### src/rtl/divider_rr_scheduler.sv
// Purpose: shares one pipelined unsigned divider between NREQ requesters using
//          round-robin arbitration. Requester ID and a divide-by-zero flag
//          travel in a tag pipeline aligned to the divider latency.
// Ports:   clk/reset (async, active-high); hold freezes arbitration, divider
//          and tags; req_* is the valid/ready request side with flattened
//          operands; div_* drives and receives the external divider; rsp_* is
//          a one-cycle response strobe with registered data; busy flags work
//          in flight.
module divider_rr_scheduler #(
  parameter int NREQ    = 4,
  parameter int WIDTHN  = 16,
  parameter int WIDTHD  = 8,
  parameter int LATENCY = 4,
  parameter int IDW     = 2
) (
  input  logic                     clk,
  input  logic                     reset,
  input  logic                     hold,
  input  logic [NREQ-1:0]          req_valid,
  output logic [NREQ-1:0]          req_ready,
  input  logic [NREQ*WIDTHN-1:0]   req_numer,
  input  logic [NREQ*WIDTHD-1:0]   req_denom,
  output logic [WIDTHN-1:0]        div_numer,
  output logic [WIDTHD-1:0]        div_denom,
  output logic                     div_clken,
  input  logic [WIDTHN-1:0]        div_quotient,
  input  logic [WIDTHD-1:0]        div_remain,
  output logic [NREQ-1:0]          rsp_valid,
  output logic [IDW-1:0]           rsp_id,
  output logic [WIDTHN-1:0]        rsp_quotient,
  output logic [WIDTHD-1:0]        rsp_remain,
  output logic                     rsp_dbz,
  output logic                     busy
);

  // Operand arrays unpacked from the flattened buses.
  logic [WIDTHN-1:0] numer_arr [NREQ];
  logic [WIDTHD-1:0] denom_arr [NREQ];

  for (genvar g = 0; g < NREQ; g++) begin : g_unpack
    assign numer_arr[g] = req_numer[g*WIDTHN +: WIDTHN];
    assign denom_arr[g] = req_denom[g*WIDTHD +: WIDTHD];
  end

  // Round-robin pointer: index of the most recent grant.
  logic [IDW-1:0] ptr;
  logic [IDW-1:0] grant_idx;
  logic [IDW-1:0] cand;
  logic           grant_found;
  logic           fire;

  // Search starts just after the last winner so every requester gets a turn.
  always_comb begin
    grant_found = 1'b0;
    grant_idx   = '0;
    cand        = '0;
    for (int j = 1; j <= NREQ; j++) begin
      cand = IDW'((int'(ptr) + j) % NREQ);
      if (!grant_found && req_valid[cand]) begin
        grant_found = 1'b1;
        grant_idx   = cand;
      end
    end
  end

  // Reset gating keeps ready low while reset is asserted.
  assign fire = grant_found & ~hold & ~reset;

  always_comb begin
    req_ready = '0;
    if (fire) req_ready[grant_idx] = 1'b1;
  end

  assign div_clken = ~hold;

  // Tag pipeline: stage 0 lines up with div_numer, stage LATENCY with the
  // divider result.
  logic [LATENCY:0] tag_vld;
  logic [LATENCY:0] tag_dbz;
  logic [IDW-1:0]   tag_id [LATENCY+1];

  always_ff @(posedge clk or posedge reset) begin
    if (reset) begin
      ptr          <= IDW'(NREQ - 1);
      div_numer    <= '0;
      div_denom    <= {{(WIDTHD-1){1'b0}}, 1'b1};
      tag_vld      <= '0;
      tag_dbz      <= '0;
      for (int i = 0; i <= LATENCY; i++) tag_id[i] <= '0;
      rsp_valid    <= '0;
      rsp_id       <= '0;
      rsp_quotient <= '0;
      rsp_remain   <= '0;
      rsp_dbz      <= 1'b0;
    end else if (hold) begin
      // Everything freezes; only the strobe is forced low.
      rsp_valid <= '0;
    end else begin
      // Issue side
      tag_vld <= {tag_vld[LATENCY-1:0], fire};
      tag_dbz <= {tag_dbz[LATENCY-1:0], (denom_arr[grant_idx] == '0)};
      tag_id[0] <= grant_idx;
      for (int i = 1; i <= LATENCY; i++) tag_id[i] <= tag_id[i-1];
      if (fire) begin
        div_numer <= numer_arr[grant_idx];
        div_denom <= denom_arr[grant_idx];
        ptr       <= grant_idx;
      end

      // Retire side: divider output is meaningless for a zero denominator,
      // so substitute saturated quotient and zero remainder.
      if (tag_vld[LATENCY]) begin
        rsp_valid    <= {{(NREQ-1){1'b0}}, 1'b1} << tag_id[LATENCY];
        rsp_id       <= tag_id[LATENCY];
        rsp_dbz      <= tag_dbz[LATENCY];
        rsp_quotient <= tag_dbz[LATENCY] ? '1 : div_quotient;
        rsp_remain   <= tag_dbz[LATENCY] ? '0 : div_remain;
      end else begin
        rsp_valid <= '0;
      end
    end
  end

  assign busy = |tag_vld;

endmodule

### config.mk
export PLATFORM = sky130hd
export DESIGN_NAME = divider_rr_scheduler
export DESIGN_NICKNAME = d
export VERILOG_FILES = /design/src/rtl/divider_rr_scheduler.sv
export SDC_FILE = /design/constraint.sdc
export NUM_CORES = 1
export LEC_CHECK = 0
export ABC_CLOCK_PERIOD_IN_PS = 3500
export CAP_MARGIN = 20
export CORE_ASPECT_RATIO = 0.8
export CORE_MARGIN = 2
export CORE_UTILIZATION = 40
export CTS_BUF_LIST = sky130_fd_sc_hd__clkbuf_2 sky130_fd_sc_hd__clkbuf_4 sky130_fd_sc_hd__clkbuf_8
export CTS_CLUSTER_DIAMETER = 120
export DETAILED_ROUTE_END_ITERATION = 7
export PLACE_DENSITY = 0.79
export SYNTH_ARGS = -nofsm -noshare
export SYNTH_HDL_FRONTEND = slang
export SYNTH_SLANG_ARGS = --single-unit
export TNS_END_PERCENT = 1
### constraint.sdc
create_clock -name clk -period 3.5 [get_ports clk]
set_clock_uncertainty 0.1 [all_clocks]
set_input_delay 0.35 -clock clk [delete_from_list [all_inputs] [get_ports clk]]
set_output_delay 0.35 -clock clk [all_outputs]
set_load 0.02 [all_outputs]
==> impl_metrics.py <==
metrics = {
    "cts": {
        "cts_setup_buffers": 0,
        "clkTransAtPathRegs_ns": 0.07,
        "cts_sinks": 77,
        "cts_root_buf": "clkbuf_8",
        "cts.repair.resized": 0,
        "insertion_delay_ns": 0.34,
        "htreeDepth": 3,
        "cts_tree": "done",
        "cts_made_buffers": 9,
        "cts_hold_buf": 0,
        "cts_max_path_buffers": 2,
    },
    "timing": {
        "maxSlewHeadroom": 0.365,
        "whs_ns": 0.381,
        "hold_viol_final": 0,
        "worst_pin_slew_ns": 0.953,
        "min_period_ns": 2.96,
        "setup-violations-final": 0,
        "slew_viol_final": 0,
        "rsz0062_at_grt": "no",
        "finalCritPeriodShare": 0.847,
        "clock.fmax_ghz": 0.337,
        "setup_tns_ns": 0,
    },
    "cells_and_area": {
        "drive_above_1_share": 0.136,
        "nNetsFinal": 682,
        "area_delta_synth_final_pct": 56.0,
        "antennaDiodeCount": 0,
        "final_area_um2": 6060,
    },
    "drt": {
        "avgViaCountPerCell": 4.92,
        "first_pass_iters": 4,
        "drtIter0Drc": 160,
        "wl_um": 10500,
        "avgRoutedWirePerCell_um": 15.5,
        "drc_errors": 0,
        "drtAntennaViolNets": 0,
        "vias": 3344,
    },
    "floorplan": {
        "die_h_um": 92.1,
        "dieWidth_um": 114,
        "core-area_um2": 9530,
        "dieArea_um2": 10500,
        "num_rows": 32,
        "initial_utilization": 0.407,
        "io_pins": 188,
    },
    "synthesis": {
        "seq_area_frac_synth": 0.497,
        "async_flop_share": 1.00,
        "synth_enable_flop_cells": 0,
        "synthesis.nets": 500,
        "avgSynthCellArea_um2": 10.4,
        "yosysMostFrequentCell": "dfrtp_1",
        "netlist_area_um2": 3880,
        "ys.flop_type": "dfrtp_1",
        "synthCells": 373,
        "yosys.area.top_type": "dfrtp_1",
        "netlist.area_leader.share": 0.477,
        "yosys-top-cells-area": "dfrtp_1, mux2i_1, mux2_2",
        "synthTopCellsByCount": "dfrtp_1, mux2i_1, nand2_1, mux2_2, nor2_1",
        "synth.distinct_cells": 29,
        "synth_seq_cells": 77,
        "ys_warn_count": 0,
    },
    "setup_path": {
        "critPathLaunchType": "primary input",
        "path_class": "primary input to output pin",
        "arrival_ns": 2.51,
        "worstPathRequired_ns": 3.05,
        "worstSetupEndpointType": "output pin",
        "path_max_fanout": 4,
    },
    "placement": {
        "dpl.hpwl_um": 8030,
        "portBuffers": 187,
        "placed_area_um2": 5860,
        "gp_congestion": 0.791,
    },
    "global_route": {
        "antenna_found_initial": 0,
        "grt_usage": 0.201,
        "grt_pass1_wl_um": 16500,
        "grt_overflow_total": 0,
        "grt_pass1_vias": 3380,
        "grt_max_degree": 78,
    },
    "job": {
        "max_cap_violations": 0,
    },
    "status": {
        "outcome": "finished clean",
    },
    "pwr": {
        "power_density_nw_per_um2": 599,
        "p_leak_uw": 0.00262,
        "ir_worst_vdd_v": 0.000285,
    },
    "min_path": {
        "hp-class": "flip-flop to flip-flop",
    },
}
[cell type report]
| cell class | count | area, um^2 |
|---|---|---|
| clock buffer | 11 | 139 |
| inverter | 4 | 18.8 |
| tap | 119 | 149 |
| sequential | 77 | 1930 |
| timing repair buffer | 195 | 1930 |
| fill | 816 | 3470 |
| multi-input combinational | 268 | 1830 |
| clock inverter | 5 | 61.3 |
[worst max-delay path, stage by stage]
cell             delay, ns
clkdlybuf4s50_1       0.46
nor2b_1               0.17
o21a_1                0.23
nor3_4                0.22
inv_2                 0.11
nor3_1                0.31
clkdlybuf4s50_1       0.67
[stage by stage]
step / util / setup WS, ns / power [uW] / std cells
2_1_floorplan: - / 0.671 / 2240 / 373
3_3_place_gp: 0.614 / 0.565 / 2940 / 663
3_5_place_dp: 0.614 / 0.522 / 2990 / 663
4_1_cts: 0.636 / 0.527 / 3680 / 679
5_1_grt: 0.636 / 0.443 / 3860 / 679
6_report: 0.636 / 0.537 / 3630 / 679
[cells in the final DEF, fill, tap and decap left out, drive strengths merged, types with 3 or more instances in the layout]
master	n
clkdlybuf4s50	187
dfrtp	74
mux2i	52
nand2	49
mux2	42
nor2	41
o21ai	32
a21oi	18
clkbuf	11
nand2b	10
nor3	10
buf	8
clkinvlp	4
or4	4
dfstp	3
inv	3
nor2b	3
[per-layer routing]
layer,wire [um],global-route usage
met5,0,0
met4,109,0.0478
met3,455,0.0608
met2,5460,0.344
met1,4470,0.251
[logic make-up after synthesis]
kind of cell / synth area share
simple gates: 0.136
mux: 0.256
flops: 0.497
buf+inv: 0.0364
compound gates: 0.0741
[sequential cells by signal, indices dropped and copies added (netlist names)]
| register | count |
|---|---|
| rsp_id | 2 |
| ptr | 2 |
| rsp_valid | 4 |
| div_denom | 8 |
| tag_vld | 5 |
| tag_id | 10 |
| tag_dbz | 5 |
| div_numer | 16 |
| rsp_quotient | 16 |
| rsp_remain | 8 |
| rsp_dbz | 1 |
[path summary, 6_finish.rpt]
check	from	cells past startpoint	slack (ns)	to
max	req_valid[3]	7	0.54	req_ready[0]
min	rsp_remain[4]$_DFFE_PP0P_	2	0.38	rsp_remain[4]$_DFFE_PP0P_
max reg2reg	ptr[0]$_DFFE_PP1P_	7	0.86	tag_dbz[0]$_DFFE_PP0N_
min reg2reg	rsp_remain[4]$_DFFE_PP0P_	2	0.38	rsp_remain[4]$_DFFE_PP0P_
max in group asynchronous	reset	3	2.06	tag_vld[3]$_DFFE_PP0N_
min in group asynchronous	reset	3	0.63	div_denom[2]$_DFFE_PP0P_
[report_power, final]
group	total, uW	internal (uW)	switching (uW)
Clock	666	346	320
Sequential	1330	1170	160
Combinational	1630	845	787
Power figures use the tool's default switching activity.
